[config.mk]
export PLATFORM = sky130hd
export DESIGN_NAME = mbox_watchdog
export DESIGN_NICKNAME = d
export VERILOG_FILES = /design/src/rtl/test_mailbox_pkg.sv /design/src/rtl/mbox_watchdog.sv
export SDC_FILE = /design/constraint.sdc
export NUM_CORES = 1
export LEC_CHECK = 0
export CAP_MARGIN = 20
export CORE_UTILIZATION = 40
export CTS_BUF_LIST = sky130_fd_sc_hd__clkbuf_16
export CTS_CLUSTER_DIAMETER = 40
export DETAILED_ROUTE_END_ITERATION = 10
export RECOVER_POWER = 50
export SETUP_SLACK_MARGIN = 0.5
export SLEW_MARGIN = 20
export SYNTH_ARGS = -nofsm -noshare
export SYNTH_HDL_FRONTEND = slang
export SYNTH_SLANG_ARGS = --single-unit
[constraint.sdc]
create_clock -name clk_i -period 5.7 [get_ports clk_i]
set_input_delay 0.57 -clock clk_i [delete_from_list [all_inputs] [get_ports clk_i]]
set_output_delay 0.57 -clock clk_i [all_outputs]
set_load 0.005 [all_outputs]
[src/rtl/test_mailbox_pkg.sv]
// Shared constants and types for the test-result mailbox: register map,
// command codes, FSM states and the STATUS register layout.
package test_mailbox_pkg;

    localparam int unsigned ADDR_W = 16;
    localparam int unsigned DATA_W = 8;
    localparam int unsigned WD_W   = 32;

    localparam logic [1:0] OFS_DATA   = 2'd0;
    localparam logic [1:0] OFS_CTRL   = 2'd1;
    localparam logic [1:0] OFS_STATUS = 2'd2;
    localparam logic [1:0] OFS_COUNT  = 2'd3;

    localparam logic [DATA_W-1:0] CMD_END   = 8'hA5;
    localparam logic [DATA_W-1:0] CMD_CLEAR = 8'h5A;

    typedef enum logic [1:0] {
        RUN  = 2'd0,
        DONE = 2'd1,
        TOUT = 2'd2
    } mbox_state_t;

    typedef struct packed {
        logic       done;
        logic       pass;
        logic       fail;
        logic       tout;
        logic [3:0] rsvd;
    } mbox_status_t;

    // Signature step: rotate left by one, then fold in the new byte.
    function automatic logic [DATA_W-1:0] sig_fold(input logic [DATA_W-1:0] s,
                                                   input logic [DATA_W-1:0] d);
        return {s[DATA_W-2:0], s[DATA_W-1]} ^ d;
    endfunction

endpackage

[src/rtl/mbox_watchdog.sv]
// Saturating cycle counter with enable and clear; expired_o is a registered
// flag that is high while the count sits at LIMIT-1 (never when LIMIT is 0).
module mbox_watchdog
    import test_mailbox_pkg::*;
#(
    parameter logic [WD_W-1:0] LIMIT = 32'd220
) (
    input  logic clk_i,
    input  logic rst_n_i,
    input  logic en_i,
    input  logic clr_i,
    output logic expired_o
);

    localparam logic [WD_W-1:0] LAST  = LIMIT - WD_W'(1);
    localparam logic            ARMED = (LIMIT != '0);

    logic [WD_W-1:0] cnt_q, cnt_d;
    logic            expired_q, expired_d;

    // Clear dominates; the counter stops at all-ones rather than wrapping.
    always_comb begin
        cnt_d = cnt_q;
        if (clr_i) begin
            cnt_d = '0;
        end else if (en_i && (cnt_q != '1)) begin
            cnt_d = cnt_q + WD_W'(1);
        end
        expired_d = ARMED && (cnt_d == LAST);
    end

    always_ff @(posedge clk_i or negedge rst_n_i) begin
        if (!rst_n_i) begin
            cnt_q     <= '0;
            expired_q <= ARMED && (LAST == '0);
        end else begin
            cnt_q     <= cnt_d;
            expired_q <= expired_d;
        end
    end

    assign expired_o = expired_q;

endmodule

### Word level (Yosys, flattened, before mapping)

Cells that the tools add are included.

| word-level totals | value |
|---|---|
| input port bits | 4 |
| flip-flop bits (word level) | 33 |
| output and inout port bits | 1 |

| cells by class | value |
|---|---|
| $add $sub $neg | 1 |
| mux-type cells | 2 |
| reduce and logical (&&, ||, !) cells | 1 |
| eq/ne operators | 2 |

Operator list:

| kind | count |
|---|---|
| $mux 32 | 2 |
| $add 32x1->32 const B | 1 |
| $eq 32x8->1 const B | 1 |
| $ne 32x32->1 const B | 1 |
| $logic_and 1x1->1 | 1 |

### Logic depth before layout (Yosys ltp)

Gate-level depths: netlist of run 1.

| depth | value |
|---|---|
| depth in word-level cells | 5 |
| depth in mapped cells | 10 |
| gate-level depth less buffers | 9 |

### Worst setup path after synthesis of run 1

OpenSTA, ideal clock, no wires.

| timing | value |
|---|---|
| kind | input port to flip-flop |
| start point | input en_i |
| end point | register expired_q (netlist: expired_o) |
| stages | 9 |
| arrival time | 2.769 ns |
| data required time | 5.599 ns |
| slack | 2.831 ns |
| library setup time | 0.101 ns |
| path buffers | 1 |
| path through | clkbuf_1 -> and4_1 -> nand4_1 -> a211o_2 -> nor3_1 -> mux2_2 -> a2111oi_0 -> nand3_1 -> nor4_1 |

| on the way | value |
|---|---|
| longest elaborated chain between the ends | 4 |

RTL lines:

| element | RTL line | text |
|---|---|---|
| from (decl) | mbox_watchdog.sv:10 | `input logic en_i,` |
| $logic_and 1x1->1 | mbox_watchdog.sv:26 | `end else if (en_i && (cnt_q != '1)) begin` |
| $mux 32 | mbox_watchdog.sv:26 |  |
| $mux 32 | mbox_watchdog.sv:24 | `if (clr_i) begin` |
| named net cnt_d[31] | mbox_watchdog.sv:18 | `logic [WD_W-1:0] cnt_q, cnt_d;` |
| $eq 32x8->1 | mbox_watchdog.sv:29 | `expired_d = ARMED && (cnt_d == LAST);` |
| named net expired_d | mbox_watchdog.sv:19 | `logic expired_q, expired_d;` |
| to (signal assigned) | mbox_watchdog.sv:35 | `expired_q <= ARMED && (LAST == '0);` |
| to (signal assigned) | mbox_watchdog.sv:38 | `expired_q <= expired_d;` |
| to (decl) | mbox_watchdog.sv:19 |  |

The timed path passes the listed nets, and every way through them passes these cells.

### Worst setup path in the final report of run 1

Ends and elaborated chain as after synthesis.

==> flow_summary_export.csv, run 1 <==
group,metric,value,unit
detailed_routing,routedWlPerCell,15.1,µm
logic_synthesis,synth_edf_count,0,
setup_path,cp.arrival,3420,ps
detailed_routing,dr.pass1.iters,4,
timing,fin_worst_skew,3.85,ps
detailed_routing,dr_total_vias,1553,
setup_path,cp_cell_sequence,"clkdlybuf4s50_1 -> and4_1 -> nand4_1 -> a211o_2 -> nor3_1 -> mux2_2 -> a2111oi_0 -> nand3_1 -> nor4_1",
timing,tns,0,ps
floorplanning,die_area,5220,µm²
detailed_routing,wirelength,4350,µm
run_status,status,"finished, violations left",
global_route,grt_max_degree,34,
clocking,path_clk_slew,50,ps
job,cap_violations,1,
clocking,htreeDepth,2,
clocking,cts_buffers,5,
setup_path,required,5880,ps
global_route,gr-total-overflow,0,
clocking,postCtsSetupRepairBufs,0,
final_layout,final_common_cell,"dfrtp_1",
detailed_routing,drt-initial-drc-count,109,
logic_synthesis,yosys.cell_types.count,44,
logic_synthesis,synth_seq_cells,33,
logic_synthesis,syn_area,1970,µm²
clocking,cts-root-buf,"clkbuf_16",
timing,slew_viol_final,34,
timing,final-setup-viol-count,0,
floorplanning,die_w,72.2,µm
pwr,power_density,233,nW/µm²
final_layout,final_cell_mix,"33 x dfrtp_1, 32 x nor2_1, 18 x xnor2_1, 13 x nand3_1, 12 x nand2_1",
pwr,power,513,µW
detailed_routing,vias_per_cell,5.39,
global_route,grt_util_all_layers,19.3,%
setup_path,cpMaxStageDelayCell,"clkdlybuf4s50_1",
floorplanning,design.core.area,4720,µm²
clocking,cts_resized,0,
setup_path,critPathKind,"input pin to register",
logic_synthesis,mappedNetlistNets,222,
clocking,clk_latency,280,ps
final_layout,fill_cells,457,
logic_synthesis,synthArstFlopShare,100,%
logic_synthesis,syn_area_per_cell,9.09,µm²
timing,timing.final.crit_share,56.9,%
final_layout,nets,225,
logic_synthesis,yosysSeqAreaShare,41.9,%
placed_design,dp_cells,280,
logic_synthesis,synth_cells,217,
clocking,cts.path.max_buffers,2,
final_layout,syn_to_final_growth,11.3,%
run_status,violations,"max-capacitance violations, max-slew violations",
placed_design,placement.io_buffers,4,
setup_path,start_kind,"input pin",
hold_path,hp-class,"register to register",
global_route,grt_pass1_wl,7560,µm
timing,worst_pin_slew,1860,ps
final_layout,fin_cells,288,
pwr,vdd_ir_drop_max,0.121,mV
placed_design,place.gp.congestion,0.769,
floorplanning,start_util,41.8,%
timing,clock.fmax,0.308,GHz
floorplanning,num_rows,25,
final_layout,num_antenna_cells,0,
setup_path,slowest_delay,620,ps
placed_design,dp_hpwl,3050,µm
detailed_routing,ant_nets,0,
clocking,cts.sinks,33,
timing,rsz0062_at_grt,"false",
pwr,power.leakage,0.881,nW
clocking,ctsHoldBuffers,0,
timing,slew_headroom,-24.1,%
global_route,grt_pass1_vias,1504,
detailed_routing,drcViolationCount,0,
timing,period_needed,3240,ps
floorplanning,ios,5,
logic_synthesis,ys.flop_type,"dfrtp_1",
setup_path,path_max_fanout,10,
logic_synthesis,ys_warn_count,0,
clocking,cts_tree,"built",
global_route,antenna_found_initial,0,
setup_path,end_kind,"register",
timing,hold_violations,0,
floorplanning,die_h,72.2,µm
final_layout,layout-drive-gt1-share,7.24,%
[cell type report]
cell class | instances | area [µm²] | area share, %
clock buffers | 5 | 125 | 5.70
inverters | 7 | 26.3 | 1.20
well taps | 67 | 83.8 | 3.82
multi-input cells | 167 | 1070 | 48.8
repair buffers | 6 | 51.3 | 2.34
flip-flops and latches | 33 | 826 | 37.6
clock inverters | 3 | 12.5 | 0.570
[synthesized netlist by cell type, types with 2 or more instances]
library cell	number	share of area [%]
clkbuf_1	5	0.95
and2_1	3	0.95
nand4_1	7	2.2
a21oi_1	8	2.0
o21ai_0	3	0.76
dfrtp_1	33	42
o31ai_1	2	0.76
o2111ai_1	2	0.89
or3_1	2	0.63
a211oi_1	4	1.5
or2_2	2	0.63
nor2_1	32	6.1
nor3_1	5	1.3
a31oi_1	4	1.3
or4_1	3	1.1
nand2_1	12	2.3
and4_1	4	1.8
buf_2	4	1.0
xor2_1	9	4.0
nand3_1	13	3.3
nor4_1	4	1.3
o22ai_1	2	0.63
and3_1	10	3.2
inv_1	7	1.3
xnor2_1	18	8.0
[sequential cells by signal (all words and copies together) (netlist names)]
register,cells
expired_o,1
cnt_q,32
[path summary, 6_finish.rpt]
check	from	to	slack, ps	cells after the start
worst min-delay path	cnt_q[14]$_DFF_PN0_	cnt_q[14]$_DFF_PN0_	560	2
worst min register to register	cnt_q[14]$_DFF_PN0_	cnt_q[14]$_DFF_PN0_	560	2
min in group asynchronous	rst_n_i	cnt_q[24]$_DFF_PN0_	1340	2
worst max register to register	cnt_q[18]$_DFF_PN0_	expired_o$_DFF_PN0_	2530	8
max in group asynchronous	rst_n_i	cnt_q[31]$_DFF_PN0_	3290	2
worst max-delay path	en_i	expired_o$_DFF_PN0_	2460	9
[kinds of logic (layout without fill, tap and decap cells)]
group / after synthesis / in the layout / synth area share (%)
AO/OA/AOI/OAI: 32 / 32 / 11.1
buffers and inverters: 17 / 21 / 3.87
multiplexers: 1 / 1 / 0.571
flip-flops: 33 / 33 / 41.9
adder cells (fa/ha/maj): 2 / 2 / 1.14
AND/OR/NAND/NOR: 105 / 105 / 29.5
XOR/XNOR: 27 / 27 / 12.0
[worst max-delay path: cells and delay by family]
| kind | cells | cell delay, ps |
|---|---|---|
| buffers and inverters | 1 | 620 |
| AOI/OAI and AO/OA | 2 | 780 |
| muxes | 1 | 370 |
| and+or+nand+nor | 5 | 1090 |
[per-stage QoR]
stage | setup WS (ps) | util (%) | hold WS, ps | instance area, µm²
after floorplan | 2830 | - | 274 | 1970
final | 2460 | 46.5 | 564 | 2200
after detailed placement | 2200 | 43.7 | 548 | 2060
after global placement | 2280 | 43.7 | 553 | 2060
after CTS | 2490 | 46.6 | 561 | 2200
after global routing | 2230 | 46.5 | 596 | 2200
[power breakdown]
part,switching (mW),internal (mW),leakage [nW]
clock,0.0983,0.158,0.0687
combinational,0.0135,0.00557,0.353
sequential,0.00159,0.236,0.460
[per-layer routing]
| metal | track usage [%] | up-vias | share of wire, % |
|---|---|---|---|
| met2 | 28.5 | 15 | 45 |
| met4 | 7.84 | 0 | 1.7 |
| met3 | 4.17 | 7 | 2.4 |
| li1 | - | 790 | - |
| met1 | 27.3 | 741 | 51 |
| met5 | 0 | - | 0 |
Power figures use the tool's default switching activity.
==> run 2, diff against run 1 <==
==> constraint.sdc (replaced) <==
create_clock -name clk_i -period 3.2 [get_ports clk_i]
set_input_delay 0.32 -clock clk_i [delete_from_list [all_inputs] [get_ports clk_i]]
set_output_delay 0.32 -clock clk_i [all_outputs]
set_load 0.005 [all_outputs]
==> flow_summary_export.csv, run 2 (same netlist as run 1, synthesis figures left out) <==
group,metric,value,unit
placed_design,place.gp.congestion,0.803,
final_layout,largest_reg_flops,32,
detailed_routing,drt-met1-wl,2390,µm
detailed_routing,ant_nets,0,
hold_path,hold_end,"cnt_q[1]$_DFF_PN0_",
detailed_routing,top_layer,"met4",
run_status,violations,"max-capacitance violations, max-slew violations",
detailed_routing,vias_per_cell,5.49,
timing,rsz0062_at_grt,"false",
setup_path,path_max_fanout,8,
floorplanning,die_h,72.2,µm
global_route,grt_pass1_vias,1525,
clocking,cts.path.max_buffers,2,
hold_path,min_from,"en_i",
timing,slew_viol_final,34,
detailed_routing,drcViolationCount,0,
detailed_routing,routedWlPerCell,15.5,µm
final_layout,regMostFlops,"cnt_q",
final_layout,layout-drive-gt1-share,26.4,%
detailed_routing,dr_total_vias,1679,
global_route,grt_max_degree,34,
floorplanning,num_rows,25,
pwr,power,903,µW
clocking,clk_latency,270,ps
final_layout,seq_area,833,µm²
timing,hold_violations,0,
timing,worst_pin_slew,1810,ps
hold_path,hp-class,"input pin to register",
detailed_routing,wl_met2,2150,µm
clocking,cts-root-buf,"clkbuf_16",
run_status,status,"finished, violations left",
setup_path,reg2reg_from,"cnt_q[26]$_DFF_PN0_",
clocking,cts_buffers,5,
clocking,cts_tree,"built",
pwr,power.leakage,1.01,nW
placed_design,placement.io_buffers,4,
setup_path,reg2reg_to,"expired_o$_DFF_PN0_",
hold_path,min_path_cells,3,
final_layout,nets,245,
setup_path,rr_worst_depth,11,
final_layout,syn_to_final_growth,27.0,%
final_layout,final_common_cell,"nor2_1",
timing,tns,0,ps
detailed_routing,wirelength,4750,µm
global_route,gr-total-overflow,0,
pwr,power_density,360,nW/µm²
placed_design,dp_hpwl,3230,µm
final_layout,fill_cells,445,
clocking,cts.sinks,33,
final_layout,fin_util,53.1,%
floorplanning,ios,5,
global_route,grt_pass1_wl,7650,µm
setup_path,ff2ff_setup_slack,550,ps
final_layout,num_antenna_cells,0,
clocking,ctsHoldBuffers,0,
timing,final-setup-viol-count,0,
setup_path,cp.arrival,2830,ps
setup_path,critPathKind,"register to register",
timing,fin_worst_skew,1.61,ps
final_layout,final_cell_mix,"31 x nor2_1, 27 x dfrtp_1, 20 x buf_4, 17 x xnor2_1, 12 x nand2_1",
timing,slew_headroom,-20.6,%
timing,period_needed,2650,ps
timing,clock.fmax,0.378,GHz
setup_path,end_kind,"register",
global_route,antenna_found_initial,0,
setup_path,start_kind,"register",
pwr,vdd_ir_drop_max,0.185,mV
timing,hold_ws,398,ps
clocking,htreeDepth,2,
timing,timing.final.crit_share,82.8,%
setup_path,required,3380,ps
job,cap_violations,1,
final_layout,multi_input_area,1220,µm²
floorplanning,die_area,5220,µm²
floorplanning,die_w,72.2,µm
detailed_routing,dr.pass1.iters,4,
global_route,grt_util_all_layers,19.1,%
floorplanning,design.core.area,4720,µm²
floorplanning,start_util,41.8,%
detailed_routing,wl_met3,153,µm
detailed_routing,drt-initial-drc-count,78,
clocking,path_clk_slew,50,ps
## run 2: cell count changes in the layout (fill, tap and decap cells not counted), moves of 3 or more
cell     before  now
buf_4         1   20
dfrtp_1      33   27
dfrtp_2       0    6
nor3_1        5    2
## run 2: final cells by class
class	count	share of cell area [%]
clock inverters	1	0.200
multi-input cells	167	48.9
flip-flops and latches	33	33.3
clock buffers	5	4.99
well taps	67	3.34
inverters	7	1.05
repair buffers	26	8.29
## run 2: worst max-delay path by stage
stage	start	end	slack (ps)
6_report	cnt_q[26]$_DFF_PN0_	expired_o$_DFF_PN0_	550
5_1_grt	cnt_q[26]$_DFF_PN0_	expired_o$_DFF_PN0_	460
4_1_cts	cnt_q[20]$_DFF_PN0_	expired_o$_DFF_PN0_	510
3_5_place_dp	en_i	expired_o$_DFF_PN0_	160
3_3_place_gp	en_i	expired_o$_DFF_PN0_	190
2_1_floorplan	cnt_q[0]$_DFF_PN0_	expired_o$_DFF_PN0_	560
## run 2: per-layer routing
metal  global-route usage [%]  vias to the layer above
li1                         -                      830
met1                     27.4                      818
met2                     28.1                       23
met3                     4.86                        8
met4                     6.10                        0
met5                        0                        -
## run 2: critical path: stages (launching register included)
cell and delay (ps):
dfrtp_1 410, nand4_1 150, buf_4 150, nor4_4 40
buf_6 140, buf_4 160, a211o_4 380, nor3_2 140
xnor2_1 140, nor2_1 80, or4_4 550, nor4_2 210
## run 2: where the power goes
part / leakage [nW] / switching, mW / internal (mW) / total (mW)
clock network: 0.0655 / 0.163 / 0.277 / 0.440
logic: 0.495 / 0.0268 / 0.0135 / 0.0403
registers: 0.450 / 0.00236 / 0.420 / 0.423
## run 2: per-stage QoR
step	instances	cell area [µm²]	setup slack (ps)
2_1_floorplan	217	1970	562
6_report	306	2510	552
3_5_place_dp	290	2140	164
3_3_place_gp	290	2140	185
5_1_grt	306	2510	455
4_1_cts	297	2310	512
## run 2: repair_timing
action,in CTS,in global routing
pin swaps,1,10
setup endpoints to repair,1,1
setup buffers,1,9
resized for setup,10,29
==> run 3, diff against run 2 <==
==> constraint.sdc (replaced) <==
create_clock -name clk_i -period 2.35 [get_ports clk_i]
set_input_delay 0.235 -clock clk_i [delete_from_list [all_inputs] [get_ports clk_i]]
set_output_delay 0.235 -clock clk_i [all_outputs]
set_load 0.005 [all_outputs]
==> flow_summary_export.csv, run 3 (same netlist as run 1, synthesis figures left out) <==
group,metric,value,unit
timing,fin_worst_skew,4.13,ps
setup_path,start_kind,"register",
clocking,cts-root-buf,"clkbuf_16",
setup_path,reg2reg_from,"cnt_q[20]$_DFF_PN0_",
detailed_routing,dr.pass1.iters,4,
final_layout,largest_reg_flops,32,
timing,hold_ws,577,ps
timing,slew_viol_final,0,
setup_path,end_kind,"register",
floorplanning,die_w,72.2,µm
global_route,antenna_found_initial,0,
setup_path,ff2ff_setup_slack,-120,ps
floorplanning,num_rows,25,
clocking,htreeDepth,2,
final_layout,fill_cells,357,
setup_path,reg2reg_to,"expired_o$_DFF_PN0_",
timing,hold_violations,0,
setup_path,cp.arrival,2660,ps
clocking,cts_buffers,5,
timing,rsz0062_at_grt,"true",
pwr,power_density,465,nW/µm²
placed_design,dp_hpwl,3770,µm
placed_design,placed_cell_area,2710,µm²
clocking,ctsHoldBuffers,0,
timing,final-setup-viol-count,1,
global_route,gr-total-overflow,0,
final_layout,final_common_cell,"buf_4",
setup_path,critPathKind,"register to register",
detailed_routing,routedWlPerCell,15.4,µm
final_layout,num_antenna_cells,0,
job,cap_violations,0,
final_layout,final_area,3240,µm²
timing,period_needed,2470,ps
floorplanning,start_util,41.8,%
global_route,grt_pass1_vias,1838,
pwr,power.leakage,1.40,nW
timing,worst_pin_slew,807,ps
clocking,path_clk_slew,60,ps
floorplanning,ios,5,
setup_path,path_max_fanout,10,
setup_path,required,2540,ps
setup_path,rr_worst_depth,9,
clocking,cts.path.max_buffers,2,
clocking,cts.sinks,33,
clocking,clk_latency,280,ps
final_layout,nets,303,
timing,slew_headroom,46.2,%
detailed_routing,drt-initial-drc-count,137,
detailed_routing,ant_nets,0,
placed_design,place.gp.congestion,0.830,
clocking,cts_tree,"built",
run_status,violations,"negative setup slack",
detailed_routing,drcViolationCount,0,
global_route,grt_util_all_layers,23.0,%
final_layout,final_cell_mix,"65 x buf_4, 32 x dfrtp_1, 25 x nor2_1, 12 x xnor2_1",
timing,tns,-124,ps
final_layout,layout-drive-gt1-share,47.8,%
detailed_routing,wirelength,5650,µm
timing,setup_ws,-124,ps
detailed_routing,dr_total_vias,1915,
global_route,grt_pass1_wl,9000,µm
floorplanning,design.core.area,4720,µm²
final_layout,syn_to_final_growth,64.4,%
placed_design,placement.io_buffers,4,
final_layout,regMostFlops,"cnt_q",
floorplanning,die_h,72.2,µm
timing,clock.fmax,0.404,GHz
detailed_routing,vias_per_cell,5.23,
global_route,grt_max_degree,38,
run_status,status,"finished, violations left",
hold_path,hp-class,"input pin to asynchronous set/reset pin",
floorplanning,die_area,5220,µm²
timing,timing.final.crit_share,105,%
pwr,vdd_ir_drop_max,0.318,mV
## run 3: changes by cell type in the layout (fill, tap and decap cells not counted), sizes merged
cell / before / now
buf: 21 / 79
bufinv: 0 / 2
clkdlybuf4s50: 2 / 3
dlymetal6s2s: 1 / 0
## run 3: critical path: stages, from the launching register on
cell and delay, ps:
dfrtp_1 400, nand4_4 160, nor4_4 360, buf_12 190
nand3_2 80, a211oi_2 300, o2111ai_1 170, nor4b_2 290
o2111ai_1 160, nor4_2 280
## run 3: worst max-delay path by stage
stage | from | end | slack (ps) | cells past startpoint
floorplan | cnt_q[0]$_DFF_PN0_ | expired_o$_DFF_PN0_ | -50 | 9
global placement | en_i | expired_o$_DFF_PN0_ | -340 | 9
detailed placement | en_i | expired_o$_DFF_PN0_ | -370 | 9
CTS | cnt_q[20]$_DFF_PN0_ | expired_o$_DFF_PN0_ | -120 | 8
global route | cnt_q[19]$_DFF_PN0_ | expired_o$_DFF_PN0_ | -300 | 9
finish | cnt_q[20]$_DFF_PN0_ | expired_o$_DFF_PN0_ | -120 | 9
## run 3: repair_timing
action | 4_1_cts | 5_1_grt
endpoints found under the setup margin | 22 | 25
gates resized for setup | 33 | 26
endpoints found under the hold margin | 0 | 0
cloned | 0 | 0
pin swaps | 6 | 13
setup buffers | 3 | 6
## run 3: layer usage
| layer | GRT usage (%) | wire (µm) | up-vias |
|---|---|---|---|
| li1 | - | - | 940 |
| met1 | 31.3 | 2660 | 924 |
| met5 | 0 | 0 | - |
| met2 | 35.8 | 2640 | 40 |
| met4 | 10.7 | 155 | 0 |
| met3 | 4.17 | 195 | 11 |
## run 3: report_power, final
part	leakage (nW)	switching [mW]	internal (mW)
combinational	0.853	0.0394	0.0269
sequential	0.458	0.00387	0.572
clock	0.0938	0.260	0.606
total	1.40	0.304	1.20
## run 3: area by class of cell
type	count	area (µm²)	area share, %
Timing Repair Buffer	84	712	22.0
Multi-Input combinational cell	167	1400	43.3
Sequential cell	33	827	25.5
Clock inverter	3	65.1	2.01
Clock buffer	5	125	3.86
Tap cell	67	83.8	2.58
Inverter	7	26.3	0.810
## run 3: through the flow
stage / utilization (%) / worst slack [ps] / power (mW) / std cells
floorplan: - / -46.4 / 0.610 / 217
global placement: 57.4 / -340 / 0.645 / 349
detailed placement: 57.4 / -366 / 0.646 / 349
CTS: 65.0 / -117 / 1.52 / 360
global route: 68.7 / -299 / 1.55 / 366
finish: 68.7 / -124 / 1.51 / 366
